$ cat src/rtl/ahb_sram_ctrl.sv
// AHB-Lite slave acting as initiator for a single-port synchronous SRAM (one-cycle read latency).
// Define AHB_SRAM_RMW_EN to build read-modify-write support for byte/halfword stores.
module ahb_sram_ctrl #(
  parameter int ADDR_WIDTH = 12
) (
  input  logic                  clk,
  input  logic                  rstn,
  input  logic                  hsel,
  input  logic [1:0]            htrans,
  input  logic                  hwrite,
  input  logic [2:0]            hsize,
  input  logic [31:0]           haddr,
  input  logic [31:0]           hwdata,
  input  logic                  hready,
  output logic                  hreadyout,
  output logic                  hresp,
  output logic [31:0]           hrdata,
  output logic                  ram_cen,
  output logic                  ram_wen,
  output logic [ADDR_WIDTH-1:0] ram_addr,
  output logic [31:0]           ram_data,
  input  logic [31:0]           ram_q
);

  typedef enum logic [2:0] {
    IDLE    = 3'd0,
    WR_WORD = 3'd1,
    RD_REQ  = 3'd2,
    RD_RESP = 3'd3
`ifdef AHB_SRAM_RMW_EN
    ,
    RMW_RD  = 3'd4,
    RMW_WR  = 3'd5
`endif
  } state_t;

  state_t                  state, state_nxt, xfer_state;
  logic                    accept;
  logic [ADDR_WIDTH-1:0]   addr_p1;
  logic                    unused_bits;

`ifdef AHB_SRAM_RMW_EN
  logic [1:0]              lane_p1;
  logic                    half_p1;

  function automatic logic [31:0] merge_lanes(input logic [31:0] old_word,
                                              input logic [31:0] new_word,
                                              input logic [1:0]  lane,
                                              input logic        half);
    logic [3:0]  be;
    logic [31:0] res;
    be = half ? (lane[1] ? 4'b1100 : 4'b0011) : (4'b0001 << lane);
    for (int i = 0; i < 4; i++)
      res[8*i +: 8] = be[i] ? new_word[8*i +: 8] : old_word[8*i +: 8];
    return res;
  endfunction

  assign unused_bits = ^{htrans[0], haddr[31:ADDR_WIDTH+2]};
`else
  assign unused_bits = ^{htrans[0], haddr[31:ADDR_WIDTH+2], haddr[1:0], hsize};
`endif

  assign accept   = hsel & htrans[1] & hready;
  assign hresp    = 1'b0;
  assign ram_addr = addr_p1;

  always_comb begin
    xfer_state = RD_REQ;
    if (hwrite) begin
      xfer_state = WR_WORD;
`ifdef AHB_SRAM_RMW_EN
      if (hsize < 3'd2)
        xfer_state = RMW_RD;
`endif
    end
  end

  // Address phase -> data phase boundary
  always_ff @(posedge clk or negedge rstn) begin
    if (!rstn) begin
      state   <= IDLE;
      addr_p1 <= '0;
`ifdef AHB_SRAM_RMW_EN
      lane_p1 <= '0;
      half_p1 <= 1'b0;
`endif
    end else begin
      state <= state_nxt;
      if (accept) begin
        addr_p1 <= haddr[ADDR_WIDTH+1:2];
`ifdef AHB_SRAM_RMW_EN
        lane_p1 <= haddr[1:0];
        half_p1 <= (hsize == 3'd1);
`endif
      end
    end
  end

  always_comb begin
    state_nxt = IDLE;
    hreadyout = 1'b1;
    ram_cen   = 1'b0;
    ram_wen   = 1'b0;
    ram_data  = '0;
    hrdata    = '0;
    case (state)
      WR_WORD: begin
        ram_cen  = 1'b1;
        ram_wen  = 1'b1;
        ram_data = hwdata;
      end
      RD_REQ: begin
        ram_cen   = 1'b1;
        hreadyout = 1'b0;
        state_nxt = RD_RESP;
      end
      RD_RESP: begin
        hrdata = ram_q;
      end
`ifdef AHB_SRAM_RMW_EN
      RMW_RD: begin
        ram_cen   = 1'b1;
        hreadyout = 1'b0;
        state_nxt = RMW_WR;
      end
      RMW_WR: begin
        ram_cen  = 1'b1;
        ram_wen  = 1'b1;
        ram_data = merge_lanes(ram_q, hwdata, lane_p1, half_p1);
      end
`endif
      default: ;
    endcase
    // Only the final data-phase cycle may chain into the next transfer
    if (hreadyout && accept)
      state_nxt = xfer_state;
  end

endmodule
$ cat config.mk
export PLATFORM = sky130hd
export DESIGN_NAME = ahb_sram_ctrl
export DESIGN_NICKNAME = d
export VERILOG_FILES = /design/src/rtl/ahb_sram_ctrl.sv
export SDC_FILE = /design/constraint.sdc
export NUM_CORES = 1
export LEC_CHECK = 0
export BUFFER_PORTS_ARGS = -buffer_cell sky130_fd_sc_hd__buf_2
export CAP_MARGIN = 20
export CORE_AREA = 4 4 71 73
export CTS_CLUSTER_DIAMETER = 30
export DETAILED_ROUTE_END_ITERATION = 10
export DIE_AREA = 0 0 75 77
export HOLD_SLACK_MARGIN = 0.15
export PLACE_DENSITY = 0.81
export SETUP_SLACK_MARGIN = 0.2
export SLEW_MARGIN = 20
export SYNTH_ARGS = -nofsm -noshare
export SYNTH_HDL_FRONTEND = slang
export SYNTH_SLANG_ARGS = --single-unit
$ cat constraint.sdc
create_clock -name clk -period 2.05 [get_ports clk]
set_input_delay 0.615 -clock clk [delete_from_list [all_inputs] [get_ports clk]]
set_output_delay 0.615 -clock clk [all_outputs]
set_load 0.02 [all_outputs]
Word-level counts from Yosys, hierarchy flattened. Cells that the tools add are included.

Reduce and logical (&&, ||, !) cells: 2. Muxes and demuxes: 8. Equality and inequality tests: 3. Bitwise logic cells: 2.

Operators with widths (number): $mux W32 (2); $eq A3 B2 Y1 const B (2); $mux W2 (2); $eq A3 B1 Y1 const B (1); $mux W1 (3); $mux W3 (1); $and A1 B1 Y1 (2); $reduce_or A2 Y1 (1); $logic_and A1 B1 Y1 (1).

Output and inout bits: 80. Word-level logic and storage cells: 17. Input bits: 106. Flip-flop bits (word level): 15.

Logic depth before layout (Yosys ltp).
Word-level depth: 4. Depth in mapped cells: 4. Mapped depth without buffers: 4.

Worst setup path before layout. Ideal clock, no wire load.

Path kind: register -> output. From: register state[1]. To: output ram_data[10]. Data arrival time: 1.220 ns. Stages on the path, launching flop included: 5. Path slack: 0.215 ns. Path buffers: 1. Data required time: 1.435 ns. Cells stage by stage: dfrtp_1 -> inv_1 -> ha_1 -> clkbuf_1 -> and2_1.

Cells in the longest elaborated chain, start to end: 2.

Ends and longest elaborated chain: from (decl) (RTL line 37) `state_t state, state_nxt, xfer_state;`; from (signal assigned) (RTL line 88) `state <= state_nxt;`; $eq A3 B1 Y1 (RTL line 106) `case (state)`; $mux W32 (RTL line 106); to (decl) (RTL line 21) `output logic [31:0] ram_data,`.

No other way between the ends.

Final worst setup path.
From: register state[1]. To: output hrdata[4].

Cells in the longest elaborated chain, start to end: 2.

Ends and longest elaborated chain: $eq A3 B2 Y1 (RTL line 106); $mux W32 (RTL line 106); to (decl) (RTL line 17) `output logic [31:0] hrdata,`.

No other way between the ends.

==> flow_summary.ini <==
[die]
core_area_mm2 = 0.00435
chipHeight_um = 77
rows = 24
die_w_um = 75
io_pins = 186
dieArea_mm2 = 0.00578
start_util_pct = 23.8

[finish]
seq_area_um2 = 352
fin_nets = 387
area_growth_pct = 148
final_common_cell = buf_2
insertedDiodeCount = 0
layout-drive-gt1-share_pct = 80.9
nFillCells = 383
multi_input_comb_area_um2 = 742
final_cell_mix = 94 x buf_2, 64 x buf_6, 33 x and2_1

[critical_path]
cp_max_fo = 9
path_buf_inv = 3
path_delay_family = flip-flops
critPathSlowestCell = dfrtp_1
path_class = register to output port
cp-start-kind = register
endpoint_kind = output port
slowest_delay_ns = 0.40
crit_chain = buf_6 -> ha_4 -> buf_12 -> and2_1 -> buf_6
worst-endpoint-arrival_ns = 1.39
cp_common_cell = buf_6
critPathRequiredTime_ns = 1.43

[clocking]
cts_hold_buf = 0
numCtsBuffers = 3
cts_tree = yes
insertion_delay_ns = 0.24
cts.clk_slew.worst_paths_ns = 0.06
cts_max_level = 1
cts_root_buf = clkbuf_8
clk_path_buf_depth = 2
cts.sinks = 14

[detailed_routing]
wl_mm = 4.79
drt_iter0_drc = 4
wl_per_cell_um = 14.5
dr.pass1.iters = 2
via_per_inst = 4.24
num_vias = 1394
drc = 0
postRouteAntennaNets = 0

[sta]
setup-tns-final_ns = 0
fmax_ghz = 0.499
fin_worst_skew_ns = 0.000533
setup_viol = 0
period_share_pct = 97.7
maxSlewViolCount = 0
rsz0062_at_grt = true
period_minus_slack_ns = 2.00
worst_slack_ns = 0.0461
hold_viol_final = 0

[global_routing]
grt_pass1_wl_mm = 6.24
overflow = 0
grt_max_degree = 33
grt_pass1_vias = 1363
antenna_found_initial = 0
track_usage_pct = 13.6

[power]
irDropWorstVdd_uv = 509
cellPowerDensity_mw_per_mm2 = 742
power_mw = 1.91
power_leakage_nw = 1.41

[synth]
synth_nets = 219
synth_area_leaders = and2_1 39%, dfrtp_1 34%, mux2_4 12%
ys_seq_elements = 14
synth_cell_types = 12
yosysTopAreaCell = and2_1
syn_area_mm2 = 0.00104
ys.warnings.count = 0
ys_seq_area_share_pct = 33.8
synth_top_area_share_pct = 38.6
synthCells = 110
avgSynthCellArea_um2 = 9.43

[place]
dpl.hpwl_mm = 3.29
place.gp.congestion = 0.681
portBuffers = 160
pre_cts_ws_ns = -0.0137

[flow_run]
cap_violations = 0

[outcome]
status = completed

[min_path]
hold_class = primary input to asynchronous set/reset pin
-- worst reg2reg max path, stage by stage (launching register included) --
cell     delay (ns)
dfrtp_1        0.40
buf_4          0.15
ha_4           0.14
inv_1          0.07
o21ai_0        0.09
-- kinds of logic (layout without fill, tap and decap cells) --
group | Yosys count | after routing | share of synthesized area, %
other | 1 | 1 | 0.362
multiplexers | 12 | 12 | 15.9
adder cells (fa/ha/maj) | 3 | 3 | 3.62
AND/OR/NAND/NOR | 65 | 65 | 39.6
flip-flops | 14 | 14 | 33.8
AO/OA/AOI/OAI | 2 | 2 | 0.965
buffers and inverters | 13 | 180 | 5.79
-- routing by layer --
metal	wire, um	share of wire (%)	GRT usage [%]	vias up
met5	0	0	0	-
met4	31	0.65	4.63	0
met3	579	12	2.48	4
met2	2750	57	27.3	91
met1	1430	30	12.9	633
li1	-	-	-	666
-- final cells by class --
| cell class | instances | share of cell area (%) |
|---|---|---|
| multi-input cells | 83 | 28.9 |
| inverters | 5 | 0.730 |
| flip-flops and latches | 14 | 13.7 |
| clock buffers | 4 | 2.14 |
| repair buffers | 171 | 52.1 |
| well taps | 52 | 2.53 |
-- path summary, 6_finish.rpt --
kind / start / end / slack, ns / cells after the start
min in group clk: ram_addr[9]$_DFFE_PN0P_ / ram_addr[9]$_DFFE_PN0P_ / 0.51 / 1
max: state[1]$_DFF_PN0_ / hrdata[4] / 0.05 / 5
min: rstn / ram_addr[0]$_DFFE_PN0P_ / 0.25 / 1
min reg2reg: ram_addr[9]$_DFFE_PN0P_ / ram_addr[9]$_DFFE_PN0P_ / 0.51 / 1
max reg2reg: state[1]$_DFF_PN0_ / state[1]$_DFF_PN0_ / 1.06 / 4
max in group asynchronous: rstn / state[0]$_DFF_PN0_ / 1.54 / 1
-- sequential cells by signal (all words and copies together) (netlist names) --
signal,count
ram_addr,12
state,2
-- through the flow --
stage,util [%],std cells,area [um^2],hold WS [ns]
6_report,59.1,329,2570,0.252
5_1_grt,59.1,329,2570,0.271
4_1_cts,50.0,324,2180,0.259
3_5_place_dp,42.9,315,1870,0.486
3_3_place_gp,42.9,315,1870,0.485
2_1_floorplan,-,110,1040,0.319
-- timing repair --
action / CTS / global route
pin swaps: 0 / 18
buffers inserted: 1 / 4
gates cloned: 4 / 1
gates resized for setup: 69 / 104
setup endpoints to repair: 65 / 66
-- report_power, final --
group | switching, mW | leakage [nW] | internal, mW
Clock | 0.0990 | 0.0288 | 0.170
Combinational | 0.593 | 1.22 | 0.670
Sequential | 0.0406 | 0.167 | 0.334
-- cell usage after synthesis, drive strengths merged --
master  count
and2       64
buf         2
clkbuf      6
conb        1
dfrtp      14
ha          3
inv         5
mux2       12
nand3       1
o21ai       2
Note: power is estimated with default switching activity, not from simulation.
